<file path="src/rtl/pp_extend_accumulator.sv">
// Partial-product sign/zero extension, weighted shift and accumulation.
// Beats accumulate in ACC; the completed sum is held in DONE until the consumer accepts it.
module pp_extend_accumulator #(
  parameter int PP_W    = 16,
  parameter int OUT_W   = 32,
  parameter int SHIFT_W = 5,
  parameter int MAX_PP  = 6
) (
  input  logic               clk_i,
  input  logic               rst_i,
  input  logic               clear_i,
  input  logic               in_valid_i,
  output logic               in_ready_o,
  input  logic [PP_W-1:0]    pp_i,
  input  logic [SHIFT_W-1:0] shift_i,
  input  logic               signed_i,
  input  logic               last_i,
  output logic               out_valid_o,
  input  logic               out_ready_i,
  output logic [OUT_W-1:0]   sum_o,
  output logic               err_o,
  output logic               dbg_state_o
);

  // Handshakes: a beat transfers on a rising edge where in_valid_i && in_ready_o;
  // a result transfers where out_valid_o && out_ready_i. Both ready/valid outputs
  // come straight from the state register, so neither depends on the other side.

  localparam int CNT_W = $clog2(MAX_PP + 1);

  typedef enum logic {
    ST_ACC  = 1'b0,
    ST_DONE = 1'b1
  } state_t;

  state_t           state;
  logic [OUT_W-1:0] acc;
  logic [CNT_W-1:0] cnt;
  logic             err;

  logic [OUT_W-1:0] ext;
  logic [OUT_W-1:0] term;
  logic             cnt_full;

  always_comb begin
    ext      = '0;
    term     = '0;
    cnt_full = 1'b0;
    ext = signed_i ? OUT_W'($signed(pp_i)) : OUT_W'(pp_i);
    // Shifts at or beyond the output width push every bit out.
    if (int'(shift_i) < OUT_W) begin
      term = ext << shift_i;
    end
    cnt_full = (int'(cnt) + 1 == MAX_PP);
  end

  always_ff @(posedge clk_i or posedge rst_i) begin
    if (rst_i) begin
      state <= ST_ACC;
      acc   <= '0;
      cnt   <= '0;
      err   <= 1'b0;
    end else if (clear_i) begin
      state <= ST_ACC;
      acc   <= '0;
      cnt   <= '0;
      err   <= 1'b0;
    end else begin
      case (state)
        ST_ACC: begin
          if (in_valid_i) begin
            acc <= acc + term;
            cnt <= cnt + 1'b1;
            if (last_i || cnt_full) begin
              state <= ST_DONE;
              err   <= !last_i;
            end
          end
        end
        ST_DONE: begin
          if (out_ready_i) begin
            state <= ST_ACC;
            acc   <= '0;
            cnt   <= '0;
            err   <= 1'b0;
          end
        end
        default: state <= ST_ACC;
      endcase
    end
  end

  assign in_ready_o  = (state == ST_ACC);
  assign out_valid_o = (state == ST_DONE);
  assign sum_o       = acc;
  assign err_o       = err;
  assign dbg_state_o = state;

endmodule

</file>
<file path="config.mk">
export PLATFORM = sky130hd
export DESIGN_NAME = pp_extend_accumulator
export DESIGN_NICKNAME = d
export VERILOG_FILES = /design/src/rtl/pp_extend_accumulator.sv
export SDC_FILE = /design/constraint.sdc
export NUM_CORES = 1
export LEC_CHECK = 0
export BUFFER_PORTS_ARGS = -buffer_cell sky130_fd_sc_hd__buf_2
export CAP_MARGIN = 20
export CORE_ASPECT_RATIO = 0.6
export CORE_MARGIN = 4
export CORE_UTILIZATION = 40
export DETAILED_ROUTE_END_ITERATION = 12
export MAX_ROUTING_LAYER = met4
export SLEW_MARGIN = 20
export SYNTH_ARGS = -nofsm -noshare
export SYNTH_HDL_FRONTEND = slang
export SYNTH_SLANG_ARGS = --single-unit
</file>
<file path="constraint.sdc">
create_clock -name clk_i -period 2.45 [get_ports clk_i]
set_input_delay 0.3675 -clock clk_i [delete_from_list [all_inputs] [get_ports clk_i]]
set_output_delay 0.3675 -clock clk_i [all_outputs]
set_load 0.05 [all_outputs]
</file>
==> impl_metrics.tcl <==
set metrics [dict create \
    final.period_utilization 1.33 \
    run_status "complete, but fails checks" \
    r2r_cells 10 \
    tns_ns -14.53 \
    violations "negative setup slack" \
    hold_buffers 0 \
    report.final.setup_viol 27 \
    drive_gt1_frac 0.562 \
    nets 869 \
    regToRegStartpoint "sum_o[0]$_DFFE_PP0P_" \
    worst_slack_ns -0.817 \
    yosys.area.top_type "dfrtp_1" \
    wl_mm 19.7 \
    hpwl_mm 13.4 \
    core_um2 10600 \
    hold_viol_final 0 \
    finalWorstPathRequiredPeriod_ns 3.27 \
    areaGrowthSynthToFinish_pct 73.0 \
    clk_pin_slew_ns 0.07 \
    synthArstFlopShare 1.00 \
    tightest_slew_ns 0.612 \
    netlist_top_cells_area "dfrtp_1, ha_1, nand2_1" \
    reg2reg_slack_ns -0.22 \
    diodes 0 \
    critical-path-max-stage-delay_ns 0.36 \
    antenna_found_initial 0 \
    synth_top_area_frac 0.211 \
    die-area_um2 12800 \
    path_common_cell "o21ai_2" \
    die_h_um 89.1 \
    holdWs_ns 0.188 \
    clock_tree.root_cell "clkbuf_16" \
    syn_avg_cell_area_um2 7.68 \
    power-per-cell-area_nw_per_um2 458 \
    grt_max_degree 38 \
    dr.first_iter.drc_count 648 \
    finalClockSkew_ns 0.00499 \
    clock_latency_ns 0.30 \
    antenna_left 0 \
    end_kind "flop" \
    arrival_ns 3.45 \
    drc 0 \
    grt_pass1_vias 5076 \
    final_util 0.713 \
    vias 5697 \
    tritoncts "built" \
    leakage_nw 3.49 \
    routed_via_density 6.02 \
    synth_compound_area_frac 0.281 \
    clk_path_buf_depth 2 \
    crit_chain "buf_12, buf_8, nand2b_4, or3_4, buf_6, nand2_1, o21ai_2, nor2_2, ha_4, a21oi_4, o21ai_2, a221oi_2, nand2_2, a32o_2, or3_1, a32o_1" \
    ys_ff_latch 37 \
    gp_congestion 1.05 \
    synthMuxAreaShare 0.109 \
    vdd_ir_drop_max_mv 0.384 \
    cts.sinks 37 \
    maxCapViolCount 0 \
    die-width_um 143 \
    synthAdderAreaFrac 0.0988 \
    postLayoutCellArea_um2 7580 \
    cp_slowest_cell "or3_4" \
    synth_xor_area_frac 0.0437 \
    synth_edf_count 0 \
    final-max-slew-violation-count 0 \
    ys_seq_area_frac 0.211 \
    h-tree-depth 2 \
    r2r-end "sum_o[30]$_DFFE_PP0P_" \
    synth_warnings 0 \
    hp-class "input port to asynchronous set/reset pin" \
    wl_per_cell_um 20.8 \
    start_util 0.412 \
    worstSetupStartpointType "input port" \
    critPathKind "input port to flop" \
    synth_flop_cell "dfrtp_1" \
    final_common_cell "buf_4" \
    grt-ovfl-total 0 \
    synth_fp_nets 633 \
    cp_max_fo 6 \
    syn_area_um2 4380 \
    synth_top_family_by_area "compound AO/OA/AOI/OAI gates" \
    final_cell_mix "buf_4, nand2_1, buf_2" \
    synthCells 571 \
    place_area_um2 6140 \
    critPathRequiredTime_ns 2.64 \
    synthSimpleGateAreaFrac 0.208 \
    grt_pass1_wl_mm 27.4 \
    numCtsBuffers 5 \
    io_buffer_count 63 \
    ioPinCount 64 \
    synth_cell_types 60 \
    grt_usage 0.285 \
    drt_first_pass_iters 5 \
    num_rows 29 \
    grt_setup_unrepaired "true" \
    fmax_ghz 0.306 \
    relSlewSlack 0.592 \
]
==> logic make-up (layout without fill, tap and decap cells) <==
| logic type | count (synthesis) | after routing |
|---|---|---|
| flops | 37 | 37 |
| mux | 38 | 38 |
| compound gates | 196 | 196 |
| buf+inv | 49 | 286 |
| xor+xnor | 21 | 21 |
| fa+ha+maj | 34 | 34 |
| simple gates | 196 | 196 |
==> stage by stage <==
| stage | power [mW] | std cells | worst slack (ns) |
|---|---|---|---|
| 3_5_place_dp | 2.34 | 909 | -1.46 |
| 2_1_floorplan | 1.68 | 571 | -0.913 |
| 6_report | 3.47 | 947 | -0.817 |
| 5_1_grt | 3.60 | 947 | -0.913 |
| 4_1_cts | 3.14 | 933 | -0.805 |
| 3_3_place_gp | 2.31 | 909 | -1.41 |
==> cell type report <==
cell class | instances | area (um2)
repair buffers | 263 | 1980
multi-input cells | 485 | 4300
fillers | 780 | 3050
clock buffers | 5 | 125
well taps | 139 | 174
inverters | 15 | 61.3
clock inverters | 3 | 22.5
flip-flops and latches | 37 | 926
==> synth_stat cells, types with 5 or more instances <==
library cell and count:
mux4_2 6, buf_1 7, o21ai_1 7, xor2_1 10
o21ai_0 56, dfrtp_1 37, xnor2_1 10, ha_1 33
clkbuf_1 21, nor2b_1 8, and3_1 5, or3_1 9
o211ai_1 5, mux2_2 9, nor3_1 5, a21oi_1 54
nor2_1 46, nand3_1 13, inv_1 13, mux2i_1 22
a211oi_1 9, and2_1 5, a31oi_1 6, a21o_1 14
nand2_1 82, nand2b_1 8, a32o_1 7
==> worst max-delay path, delay by kind of cell <==
kind            cells  cell delay (ns)
simple gates        6             1.22
compound gates      6             1.20
buf+inv             3             0.39
fa+ha+maj           1             0.26
==> what timing repair did <==
| item | in CTS | in global routing |
|---|---|---|
| pin swaps | 25 | 77 |
| gates cloned | 1 | 0 |
| endpoints found under the setup margin | 29 | 27 |
| resized for setup | 81 | 157 |
| buffers inserted | 16 | 20 |
==> power by group <==
part	internal, mW	switching (mW)
clock	0.381	0.324
sequential	0.666	0.0709
combinational	0.898	1.13
==> metal layers <==
layer,routed length (um),track usage
met3,1900,0.0609
met4,303,0.0578
met5,0,-
met2,8550,0.402
met1,8950,0.417
==> worst max-delay path by stage <==
stage	slack, ns	end	start
global route	-0.91	sum_o[29]$_DFFE_PP0P_	shift_i[0]
finish	-0.82	sum_o[29]$_DFFE_PP0P_	shift_i[0]
detailed placement	-1.46	sum_o[24]$_DFFE_PP0P_	shift_i[0]
CTS	-0.80	sum_o[20]$_DFFE_PP0P_	shift_i[0]
floorplan	-0.91	sum_o[26]$_DFFE_PP0P_	shift_i[0]
global placement	-1.41	sum_o[24]$_DFFE_PP0P_	shift_i[0]
==> registers in the layout, indices dropped and copies added, names as in the netlist <==
signal,flops
cnt,3
dbg_state_o,1
err_o,1
sum_o,32
Power figures use the tool's default switching activity.
